==> src/rtl/wreg_uart_reporter.sv <==
// Reports the CPU working register over an 8N1 UART as two uppercase hex chars + CR + LF.
// A frame is triggered by a loop-flag rising edge or (optionally) a WREG change; one extra frame may queue.
module wreg_uart_reporter #(
    parameter int CLKS_PER_BIT   = 217,
    parameter bit SEND_ON_CHANGE = 1'b1
) (
    input  logic       i_clk,
    input  logic       i_rst_n,
    input  logic       i_enable,
    input  logic [7:0] i_wreg,
    input  logic       i_loopf,
    output logic       o_tx_serial,
    output logic       o_busy,
    output logic       o_done
);

    localparam int            BW       = $clog2(CLKS_PER_BIT);
    localparam logic [BW-1:0] BAUD_MAX = BW'(CLKS_PER_BIT - 1);

    typedef enum logic [1:0] {
        S_IDLE,
        S_START,
        S_DATA,
        S_STOP
    } state_t;

    state_t        state_q, state_d;
    logic [BW-1:0] baud_q, baud_d;
    logic [2:0]    bit_q, bit_d;
    logic [1:0]    idx_q, idx_d;
    logic [7:0]    frame_q, frame_d;
    logic          pending_q, pending_d;
    logic          tx_q, tx_d;
    logic          busy_q, busy_d;
    logic          done_q, done_d;
    logic          loopf_prev_q;
    logic [7:0]    wreg_prev_q;
    logic          primed_q;

    logic          trigger;
    logic          baud_end;
    logic [7:0]    cur_byte;

    function automatic logic [7:0] hex_char(input logic [3:0] n);
        return (n <= 4'd9) ? (8'h30 + {4'h0, n}) : (8'h37 + {4'h0, n});
    endfunction

    // primed_q keeps the first post-reset cycle from seeing stale history as an edge/change.
    assign trigger = i_enable && primed_q &&
                     ((i_loopf && !loopf_prev_q) ||
                      (SEND_ON_CHANGE && (i_wreg != wreg_prev_q)));

    assign baud_end = (baud_q == BAUD_MAX);

    always_comb begin
        case (idx_q)
            2'd0:    cur_byte = hex_char(frame_q[7:4]);
            2'd1:    cur_byte = hex_char(frame_q[3:0]);
            2'd2:    cur_byte = 8'h0D;
            default: cur_byte = 8'h0A;
        endcase
    end

    always_comb begin
        state_d   = state_q;
        baud_d    = baud_q;
        bit_d     = bit_q;
        idx_d     = idx_q;
        frame_d   = frame_q;
        pending_d = pending_q;
        tx_d      = tx_q;
        busy_d    = busy_q;
        done_d    = 1'b0;

        if (state_q != S_IDLE && trigger) begin
            pending_d = 1'b1;
        end
        if (!i_enable) begin
            pending_d = 1'b0;
        end

        case (state_q)
            S_IDLE: begin
                if (trigger) begin
                    frame_d = i_wreg;
                    idx_d   = 2'd0;
                    baud_d  = '0;
                    state_d = S_START;
                    tx_d    = 1'b0;
                    busy_d  = 1'b1;
                end
            end
            S_START: begin
                if (baud_end) begin
                    baud_d  = '0;
                    bit_d   = 3'd0;
                    state_d = S_DATA;
                    tx_d    = cur_byte[0];
                end else begin
                    baud_d = baud_q + 1'b1;
                end
            end
            S_DATA: begin
                if (baud_end) begin
                    baud_d = '0;
                    if (bit_q == 3'd7) begin
                        state_d = S_STOP;
                        tx_d    = 1'b1;
                    end else begin
                        bit_d = bit_q + 3'd1;
                        tx_d  = cur_byte[bit_q + 3'd1];
                    end
                end else begin
                    baud_d = baud_q + 1'b1;
                end
            end
            S_STOP: begin
                if (baud_end) begin
                    baud_d = '0;
                    if (idx_q != 2'd3) begin
                        idx_d   = idx_q + 2'd1;
                        state_d = S_START;
                        tx_d    = 1'b0;
                    end else begin
                        done_d = 1'b1;
                        // A trigger landing on the very last stop cycle still merges into the queued frame.
                        if (pending_d) begin
                            pending_d = 1'b0;
                            frame_d   = i_wreg;
                            idx_d     = 2'd0;
                            state_d   = S_START;
                            tx_d      = 1'b0;
                        end else begin
                            state_d = S_IDLE;
                            tx_d    = 1'b1;
                            busy_d  = 1'b0;
                        end
                    end
                end else begin
                    baud_d = baud_q + 1'b1;
                end
            end
            default: begin
                state_d = S_IDLE;
                tx_d    = 1'b1;
                busy_d  = 1'b0;
            end
        endcase
    end

    always_ff @(posedge i_clk or negedge i_rst_n) begin
        if (!i_rst_n) begin
            state_q      <= S_IDLE;
            baud_q       <= '0;
            bit_q        <= 3'd0;
            idx_q        <= 2'd0;
            frame_q      <= 8'h00;
            pending_q    <= 1'b0;
            tx_q         <= 1'b1;
            busy_q       <= 1'b0;
            done_q       <= 1'b0;
            loopf_prev_q <= 1'b0;
            wreg_prev_q  <= 8'h00;
            primed_q     <= 1'b0;
        end else begin
            state_q      <= state_d;
            baud_q       <= baud_d;
            bit_q        <= bit_d;
            idx_q        <= idx_d;
            frame_q      <= frame_d;
            pending_q    <= pending_d;
            tx_q         <= tx_d;
            busy_q       <= busy_d;
            done_q       <= done_d;
            loopf_prev_q <= i_loopf;
            wreg_prev_q  <= i_wreg;
            primed_q     <= 1'b1;
        end
    end

    assign o_tx_serial = tx_q;
    assign o_busy      = busy_q;
    assign o_done      = done_q;

endmodule

==> config.mk <==
export PLATFORM = sky130hd
export DESIGN_NAME = wreg_uart_reporter
export DESIGN_NICKNAME = d
export VERILOG_FILES = /design/src/rtl/wreg_uart_reporter.sv
export SDC_FILE = /design/constraint.sdc
export NUM_CORES = 1
export LEC_CHECK = 0
export BUFFER_PORTS_ARGS = -buffer_cell sky130_fd_sc_hd__buf_2
export CAP_MARGIN = 20
export CORE_ASPECT_RATIO = 0.5
export CORE_UTILIZATION = 55
export DETAILED_ROUTE_END_ITERATION = 8
export GPL_TIMING_DRIVEN = 0
export HOLD_SLACK_MARGIN = 0.06
export PLACE_DENSITY = 0.73
export SLEW_MARGIN = 20
export SYNTH_ARGS = -nofsm -noshare
export SYNTH_HDL_FRONTEND = slang
export SYNTH_SLANG_ARGS = --single-unit
==> constraint.sdc <==
create_clock -name i_clk -period 2.2 [get_ports i_clk]
set_input_delay 0.55 -clock i_clk [delete_from_list [all_inputs] [get_ports i_clk]]
set_output_delay 0.55 -clock i_clk [all_outputs]
set_load 0.05 [all_outputs]
==> summary.md, run 1 <==
| Metric | Value |
|---|---|
| Run status | finished, final reports clean |
| Multiplexer share of the synthesized area | less than 1% |
| Synthesized flop and latch total | 37 |
| Sink Count | 37 |
| Worst Path Arrival | between 2 and 2.5 ns |
| Area Overhead vs Synth | 12.0% |
| Post-route antenna net violation count | 0 |
| Net Sw Power | 0.294 mW |
| Max-Cap Viols | 0 |
| Crit-path cells | buf_4, ha_4, nor4b_1, or3_1, a222oi_1, a2111oi_2, a311oi_1, a21oi_1 |
| Initial Util | 59.3% |
| Vias in the first global route | between 1500 and 2000 |
| Worst-margin pin slew | 0.816 ns |
| CP Data Required Time | ~2.4 ns |
| Crit share post-route | between 90 and 100% |
| IO buf count | 14 |
| Min Clock Period, post-route | 2.18 ns |
| Die ar. | roughly 0.0046 sq mm |
| Via count | 1995 |
| Area fraction of the dominant cell type after synthesis | a little under two fifths |
| Core Area | 0.00404 sq mm |
| Max Slew Vio Count | 0 |
| H-tree Lvls | 2 |
| Worst slack, placed | -0.0989 ns |
| Ys async rst share | 100% |
| Ys Warns | 0 |
| Routability cong. | 0.843 |
| Hold buffer count at cts | 0 |
| Layout cell share with drive strength beyond 1 | around a fifth |
| Clk root buf | clkbuf_8 |
| Area leader, netlist | dfrtp_1 |
| Xor/xnor share of the synthesized area | between 3 and 4% |
| CP Class | reg2reg |
| Die W | approximately 95 um |
| Clk buf depth | 2 |
| CTS buffer count | 5 |
| DRT Pass-1 Iters | 4 |
| Endpoints failing hold | 0 |
| Residual DRC | 0 |
| Clock slew at reported path FFs | about 0.07 ns |
| Mapped Nets | around 270 |
| Slowest CP cell | a222oi_1 |
| Fin nets | roughly 300 |
| Pwr/cell area | around 470 mW/mm^2 |
| Highest clock rate | approximately 460 MHz |
| DRT Wirelength | 5.25 mm |
| CP endpoint kind | flop |
| Die height | just under 50 um |
| Vias per cell | roughly 6.3 |
| Crit path max-delay family | compound AO/OA/AOI/OAI gates |
| Skew final | between 0.006 and 0.007 ns |
| DRT iter0 DRCs | roughly 120 |
| Clock Power Share | a little under two fifths |
| CP max stage delay | between 0.4 and 0.5 ns |
| Sw frac | between 20% and 30% |
| CP Buf/Inv Count | 1 |
| Tightest Hold Check Type | in2async |
| Num rows | 16 |
| Worst IR Drop VDD | between 0.2 and 0.3 mV |
| Post-Synth Simple-Gate Area | slightly below 20% |
| RSZ-0062 raised after global routing | yes |
| Diodes inserted | 0 |
| Synth cell types | 63 |
| Synth top area cells | dfrtp_1 38%, ha_1 8.9%, a32o_1 3.8%, a221o_1 3.3%, xnor2_1 3.3% |
| Mapped Cells | about 240 |
| Largest net degree at the start of global routing | 38 |
| Worst-path fanout max | 7 |
| Post-route total power | 1.27 mW |
| CP Launch Type | flop |
| Leak | about 1.1 nW |
| IO Pins | 15 |
| Overflow after GRT | 0 |
| Synth Area in Compound Gates | roughly a quarter |
| Total GRT Usage | about a quarter |
| First-pass GRT wire length | 8.93 mm |
| DP Wirelength | ~3.7 mm |
| Syn avg cell area | around 10 sq um |
| Worst-Skew Late Latency | roughly 0.29 ns |
| Post-synthesis sequential area ratio | ~39% |
| Clock tree from TritonCTS | built |
| Count of final setup violators | 0 |
| Main combinational cell family by area after synthesis | compound AO/OA/AOI/OAI gates |
| Ys flop type | dfrtp_1 |
| Sequential Power Share | a little over half |
| DR WL/cell | 16.5 um |
| Post-synth EDFFs | 0 |
| Combinational share of power | under 10% |
| Final worst slack | about 0.025 ns |
| Initial antenna violation count | 0 |
| Pint | about 1 mW |
| Post-Synth Adder-Cell Area | under 10% |
| Post-Syn Area | 0.00240 sq mm |
| Worst rel slew slack | 45.6% |
==> routing by layer <==
| layer | vias to the layer above | wire [um] | track usage [%] |
|---|---|---|---|
| met1 | 993 | 2610 | 35.7 |
| met4 | 0 | 64 | 7.46 |
| met5 | - | 0 | 0 |
| met3 | 9 | 246 | 6.29 |
| met2 | 43 | 2320 | 38.3 |
| li1 | 950 | - | - |
==> final cells by class <==
type	instances	area, sq um
Multi-Input combinational cell	183	1430
Fill cell	330	1360
Inverter	16	60.1
Tap cell	54	67.6
Clock buffer	7	86.3
Timing Repair Buffer	16	85.1
Sequential cell	37	931
Buffer	5	31.3
==> registers in the layout, indices dropped and copies added, names as in the netlist <==
signal        count
baud_q            8
frame_q           8
wreg_prev_q       8
bit_q             3
idx_q             2
state_q           2
loopf_prev_q      1
o_busy            1
o_done            1
o_tx_serial       1
pending_q         1
primed_q          1
==> power by group through the flow <==
stage | Combinational (mW) | Sequential, mW | Clock (mW)
after CTS | 0.0882 | 0.696 | 0.501
after global placement | 0.0847 | 0.709 | 0
after detailed placement | 0.0873 | 0.709 | 0
final | 0.0861 | 0.696 | 0.487
after floorplan | 0.0497 | 0.708 | 0
after global routing | 0.0971 | 0.697 | 0.525
==> final timing paths <==
kind / startpoint / endpoint / slack, ns / cells past startpoint
worst min register to register: baud_q[6] / baud_q[6] / 0.54 / 1
worst max-delay path: idx_q[0] / o_tx_serial / 0.02 / 8
min in group i_clk: i_loopf / loopf_prev_q / 0.37 / 1
worst min-delay path: i_rst_n / wreg_prev_q[0] / 0.35 / 1
worst max register to register: idx_q[0] / o_tx_serial / 0.02 / 8
max in group asynchronous: i_rst_n / frame_q[4] / 1.29 / 1
==> worst register-to-register path, stage by stage, from the launching register on <==
cell       delay [ns]
dfrtp_1          0.39
buf_4            0.15
ha_4             0.18
nor4b_1          0.14
or3_1            0.33
a222oi_1         0.41
a2111oi_2        0.10
a311oi_1         0.28
a21oi_1          0.12
==> through the flow <==
| step | hold slack, ns | setup TNS (ns) | instance area (sq um) | std cells | util (%) |
|---|---|---|---|---|---|
| 6_report | 0.347 | 0 | 2690 | 318 | 66.5 |
| 3_5_place_dp | 0.524 | -0.513 | 2540 | 310 | 62.7 |
| 3_3_place_gp | 0.515 | -0.421 | 2540 | 310 | 62.7 |
| 2_1_floorplan | 0.254 | 0 | 2400 | 242 | - |
| 4_1_cts | 0.370 | 0 | 2640 | 317 | 65.3 |
| 5_1_grt | 0.370 | -0.0634 | 2690 | 318 | 66.5 |
==> repair_timing <==
| action | CTS | global route |
|---|---|---|
| gates cloned | 0 | 1 |
| setup endpoints to repair | 9 | 9 |
| gates resized for setup | 5 | 10 |
| setup buffers | 2 | 0 |
| pin swaps | 3 | 4 |
| endpoints found under the hold margin | 0 | 0 |
==> synthesized netlist by cell type, types with 6 or more instances <==
master   instances
a21oi_1          6
a221o_1          8
a32o_1           9
and2_1           6
dfrtp_1         36
ha_1            17
inv_1           16
nand2_1         19
nand3_1         10
nor2_1          12
o21ai_0         14
xnor2_1          9
==> logic make-up (layout without fill, tap and decap cells) <==
logic type               after synthesis  after routing
AND/OR/NAND/NOR                       80             81
adder cells (fa/ha/maj)               18             18
multiplexers                           2              2
buffers and inverters                 23             44
XOR/XNOR                               9              9
AO/OA/AOI/OAI                         72             72
other                                  1              1
flip-flops                            37             37
==> cells in the final DEF, fill, tap and decap left out, types with 3 or more instances in the layout <==
cell type / count
nor2b_1: 3
nor3_1: 3
a22o_1: 5
and2_1: 6
nand2b_1: 4
inv_1: 14
xnor2_1: 9
nor2_1: 12
clkbuf_1: 3
dfrtp_2: 3
a21oi_1: 6
o31ai_1: 3
nand2_1: 19
ha_1: 14
nand3_1: 10
buf_2: 15
buf_4: 3
nor3b_1: 3
a221o_1: 8
clkbuf_8: 6
dfrtp_1: 33
a32o_1: 9
o21ai_0: 14
(Power assumes the default switching activity.)
==> inputs of run 2 (changes only) <==
- PLACE_DENSITY: 0.73 -> 0.77
==> run 2 against run 1 <==
The run now ends with negative setup slack left. Die area unchanged. Critical path depth unchanged. Combinational power about the same. Clock-buffer cell count is the same. Power rose by 11%. Via count is 1.7% lower. Largest power group unchanged. Global-route usage down 0.48 points. Utilization unchanged. Worst setup slack got worse by 0.045 ns. Register-to-register slack got worse by 0.04 ns. Sequential share of layout area about the same.
==> summary.md, run 2 (same netlist as run 1, synthesis figures left out) <==
| Metric | Value |
|---|---|
| Skew final | between 0.006 and 0.007 ns |
| DP Wirelength | roughly 3.6 mm |
| Crit-path cells | buf_4, ha_1, nor4b_1, or3_1, a222oi_1, a2111oi_1, a311oi_1, a21oi_1 |
| Count of final setup violators | 1 |
| Post-route antenna net violation count | 0 |
| RSZ-0062 raised after global routing | yes |
| DRT iter0 DRCs | 135 |
| Area occupied by multi-input gates | about 0.0014 sq mm |
| Fin nets | 294 |
| Reg2Reg Depth | 8 |
| Min Clock Period, post-route | about 2.2 ns |
| CP Data Required Time | 2.42 ns |
| Vias in the first global route | about 1900 |
| Largest net degree at the start of global routing | 38 |
| Clk root buf | clkbuf_8 |
| Worst slack, placed | -0.127 ns |
| Layout cell share with drive strength beyond 1 | 18.8% |
| IO Pins | 15 |
| Reg area | a little over 900 sq um |
| FF-to-FF setup slack | -0.02 ns |
| CP Class | reg2reg |
| Launch point of the worst path | idx_q[0] |
| Finished Layout Cells | 320 |
| CP Buf/Inv Count | 1 |
| Clock tree from TritonCTS | built |
| Initial Util | 59.3% |
| Max Slew Vio Count | 0 |
| Routed wl met2 | between 2 and 2.5 mm |
| Routability cong. | between 0.8 and 0.9 |
| Diodes inserted | 0 |
| Via count | a little under 2000 |
| Die W | around 95 um |
| Clk buf depth | 2 |
| RR Startpoint | idx_q[0] |
| Met1 wire length | between 2 and 2.5 mm |
| Clock slew at reported path FFs | roughly 0.08 ns |
| Worst R2R End | o_tx_serial |
| CP endpoint kind | flop |
| DRT Pass-1 Iters | 4 |
| Most common cell after layout, fill and taps aside | dfrtp_1 |
| Vias per cell | 6.13 |
| Worst-Skew Late Latency | roughly 0.3 ns |
| Crit path max-delay family | compound AO/OA/AOI/OAI gates |
| CTS buffer count | 5 |
| Top Layer Used | met4 |
| Failing checks | negative setup slack |
| Endpoints failing hold | 0 |
| Worst IR Drop VDD | 0.352 mV |
| Highest clock rate | 451 MHz |
| First-pass GRT wire length | between 8 and 9 mm |
| Utilization after layout | approximately two thirds |
| Run status | finished, violations left |
| Residual DRC | 0 |
| Max-Cap Viols | 0 |
| Worst Path Arrival | 2.44 ns |
| Post-route total power | between 1 and 1.5 mW |
| Critical path capture point | o_tx_serial |
| Worst-path fanout max | 7 |
| Sink Count | 37 |
| Slowest CP cell | dfrtp_1 |
| Core Area | 0.00404 sq mm |
| Tightest Hold Check Type | in2async |
| Total GRT Usage | ~25% |
| Die ar. | between 0.004 and 0.005 sq mm |
| Crit share post-route | 101% |
| Initial antenna violation count | 0 |
| Area Overhead vs Synth | 12.0% |
| Final worst slack | -0.0197 ns |
| H-tree Lvls | 2 |
| Top Registers | baud_q (8), frame_q (8), wreg_prev_q (8) |
| Die height | just under 50 um |
| Placed Cells incl. Taps | between 300 and 400 |
| DRT Wirelength | 5.04 mm |
| DR WL/cell | 15.7 um |
| Critical path depth in cells | 8 |
| Overflow after GRT | 0 |
| Num rows | 16 |
| Pwr/cell area | approximately 520 mW/mm^2 |
| CP max stage delay | roughly 0.39 ns |
| Most frequent cells in the layout | 34 x dfrtp_1, 19 x nand2_1, 16 x inv_1 |
| Worst rel slew slack | between 40 and 50% |
| Leak | between 1 and 1.5 nW |
| CP Launch Type | flop |
| IO buf count | 14 |
| Worst-margin pin slew | 0.820 ns |
| FILL cells | roughly 340 |
| Met3 wire length | 226 um |
run 2: changes by cell type in the layout (fill, tap and decap cells not counted), sizes merged:
cell    previous run  this run
buf               19        21
bufinv             0         1
nor4               2         1
run 2: through the flow:
| stage | setup TNS [ns] | instance area [sq um] | hold slack, ns |
|---|---|---|---|
| after floorplan | 0 | 2400 | 0.254 |
| after global placement | -0.415 | 2540 | 0.518 |
| after detailed placement | -0.936 | 2540 | 0.523 |
| after CTS | 0 | 2660 | 0.357 |
| after global routing | -0.0906 | 2690 | 0.367 |
| final | -0.0197 | 2690 | 0.341 |
run 2: report_power, final:
group          leakage, nW  switching (mW)  internal [mW]
combinational        0.670          0.0511         0.0352
clock               0.0585           0.255          0.370
sequential           0.416         0.00522          0.691
run 2: layout make-up:
class / instances / share of cell area (%)
multi-input cells: 182 / 51.5
flip-flops and latches: 37 / 34.6
repair buffers: 18 / 3.72
clock inverters: 1 / 1.12
well taps: 54 / 2.51
inverters: 16 / 2.23
clock buffers: 7 / 3.21
plain buffers: 5 / 1.16
run 2: how the worst min path moves through the flow:
| stage | end | slack, ns | cells past startpoint |
|---|---|---|---|
| after CTS | loopf_prev_q | 0.36 | 1 |
| after floorplan | baud_q[0] | 0.25 | 0 |
| after global routing | loopf_prev_q | 0.37 | 1 |
| after detailed placement | bit_q[1] | 0.52 | 1 |
| final | wreg_prev_q[0] | 0.34 | 1 |
| after global placement | bit_q[1] | 0.52 | 1 |
run 2: routing by layer:
layer  vias to the layer above  global-route usage (%)
met2                        40                    39.2
met3                         5                    5.66
li1                        949                       -
met4                         0                    6.72
met1                       968                    34.1
met5                         -                       0
run 2: what timing repair did:
item                                    4_1_cts  5_1_grt
resized for setup                             1        6
endpoints found under the setup margin        9       10
hold buffers                                  0        0
pin swaps                                     5        1
setup buffers                                 2        2
==> inputs of run 3 (changes only) <==
- REMOVE_ABC_BUFFERS: unset -> 1
==> run 3 against run 2 <==
The run now ends clean. Flip-flop and latch count is the same. Sequential power is essentially flat. Critical endpoint unchanged. Hold slack improved by 0.0012 ns. Final cell count is 0.94% lower. Fmax increased by 3.8%. Global-route usage decreased by 0.85 points. Cell area shrank 0.37%. Largest power group unchanged.
==> summary.md, run 3 (same netlist as run 1, synthesis figures left out) <==
| Metric | Value |
|---|---|
| CP Class | reg2reg |
| CP Launch Type | flop |
| H-tree Lvls | 2 |
| Crit-path cells | inv_1, ha_4, nor4b_1, or3_1, a222oi_1, a2111oi_2, a311oi_1, a21oi_1 |
| Sink Count | 37 |
| Via count | around 2000 |
| FF-to-FF setup slack | 0.06 ns |
| Core Area | between 0.004 and 0.005 sq mm |
| Highest clock rate | roughly 470 MHz |
| Worst-Skew Late Latency | roughly 0.29 ns |
| Crit share post-route | between 90% and 100% |
| Vias in the first global route | about 1900 |
| Fin nets | 291 |
| Initial antenna violation count | 0 |
| CP endpoint kind | flop |
| Total GRT Usage | between 20% and 30% |
| Endpoints failing hold | 0 |
| Diodes inserted | 0 |
| Clock slew at reported path FFs | approximately 0.070 ns |
| Slowest CP cell | a222oi_1 |
| Area Overhead vs Synth | 11.6% |
| Die height | 48.7 um |
| Worst-path fanout max | 8 |
| Largest net degree at the start of global routing | 38 |
| Clk buf depth | 2 |
| Placed Cells incl. Taps | a little over 300 |
| Count of final setup violators | 0 |
| IO buf count | 14 |
| Tightest Hold Check Type | in2async |
| Reg2Reg Depth | 8 |
| DP Wirelength | approximately 3.7 mm |
| Die W | between 90 and 100 um |
| Post-route antenna net violation count | 0 |
| Max-Cap Viols | 0 |
| DR WL/cell | between 15 and 20 um |
| RSZ-0062 raised after global routing | yes |
| Top Registers | baud_q (8), frame_q (8), wreg_prev_q (8) |
| Die ar. | 0.00465 sq mm |
| Pwr/cell area | between 400 and 500 mW/mm^2 |
| Clk root buf | clkbuf_8 |
| DRT Pass-1 Iters | 5 |
| Worst rel slew slack | between 40% and 50% |
| Leak | between 1 and 1.5 nW |
| DRT iter0 DRCs | 94 |
| Min Clock Period, post-route | around 2.1 ns |
| Residual DRC | 0 |
| DRT Wirelength | 5.14 mm |
| Worst R2R End | o_tx_serial |
| Initial Util | between 50% and 60% |
| First-pass GRT wire length | approximately 8.5 mm |
| Layout cell share with drive strength beyond 1 | ~22% |
| Utilization after layout | 66.2% |
| IO Pins | 15 |
| CTS buffer count | 5 |
| Num rows | 16 |
| Skew final | 0.00370 ns |
| RR Startpoint | idx_q[0] |
| Finished Layout Cells | around 320 |
| Worst Path Arrival | between 2 and 2.5 ns |
| CP max stage delay | 0.37 ns |
| Run status | finished, final reports clean |
| Vias per cell | 6.25 |
| Max Slew Vio Count | 0 |
| Most common cell after layout, fill and taps aside | dfrtp_1 |
| Overflow after GRT | 0 |
| Worst IR Drop VDD | 0.242 mV |
| Routability cong. | 0.868 |
| Clock tree from TritonCTS | built |
| CP Data Required Time | around 2.4 ns |
| Worst-margin pin slew | between 0.8 and 0.9 ns |
| Most frequent cells in the layout | 31 x dfrtp_1, 19 x nand2_1, 15 x inv_1 |
-- run 3: cell count changes in the layout (fill, tap and decap cells not counted), moves of 2 or more --
cell      previous run  this run
dfrtp_1             34        31
clkbuf_1             3         1
clkinv_2             0         2
ha_4                 0         2
dfrtp_2              2         5
-- run 3: critical path: cells and delay by family, from the launching register on --
family	cells	cell delay [ns]
compound gates	4	0.89
fa+ha+maj	1	0.21
buf+inv	1	0.11
flops	1	0.34
simple gates	2	0.49
-- run 3: stage by stage --
stage	total power, mW	setup TNS [ns]	instance area [sq um]	hold WS (ns)	setup slack, ns
floorplan	0.758	0	2360	0.254	0.279
global placement	0.793	-0.416	2500	0.515	-0.0653
detailed placement	0.799	-1.26	2500	0.520	-0.145
CTS	1.26	0	2580	0.377	0.00130
global route	1.29	-0.0724	2680	0.375	-0.0724
finish	1.24	0	2680	0.342	0.0614
-- run 3: routing by layer --
metal  part of all wire, %  track usage [%]  up-vias
met5                     0                0        -
met4                  0.93             6.22        0
met3                   5.5             5.66        8
met2                    45             39.2       73
met1                    48             31.8      956
li1                      -                -      944
-- run 3: what timing repair did --
action                     in CTS  in global routing
hold buffers                    0                  0
setup buffers                   0                  6
resized for setup               1                 18
pin swaps                       1                  5
cloned                          0                  0
setup endpoints to repair       2                  9
-- run 3: cell type report --
type,count,area (sq um)
sequential,37,933
fill,338,1370
timing repair buffer,20,115
multi-input combinational,182,1420
clock inverter,2,10.0
inverter,16,60.1
tap,54,67.6
clock buffer,6,72.6
-- run 3: worst max path at each step --
stage / startpoint / end / cells after the start / slack, ns
CTS: state_q[0] / frame_q[1] / 6 / 0.001
floorplan: baud_q[0] / frame_q[0] / 7 / 0.28
global placement: i_wreg[7] / frame_q[1] / 7 / -0.07
detailed placement: i_wreg[7] / frame_q[1] / 7 / -0.15
finish: idx_q[0] / o_tx_serial / 8 / 0.06
global route: idx_q[1] / o_tx_serial / 8 / -0.07
-- run 3: power by group --
group	total, mW	leakage (nW)	internal [mW]	switching, mW
sequential	0.696	0.414	0.691	0.00520
clock	0.460	0.0450	0.220	0.241
combinational	0.0869	0.669	0.0352	0.0517
total	1.24	1.13	0.946	0.298
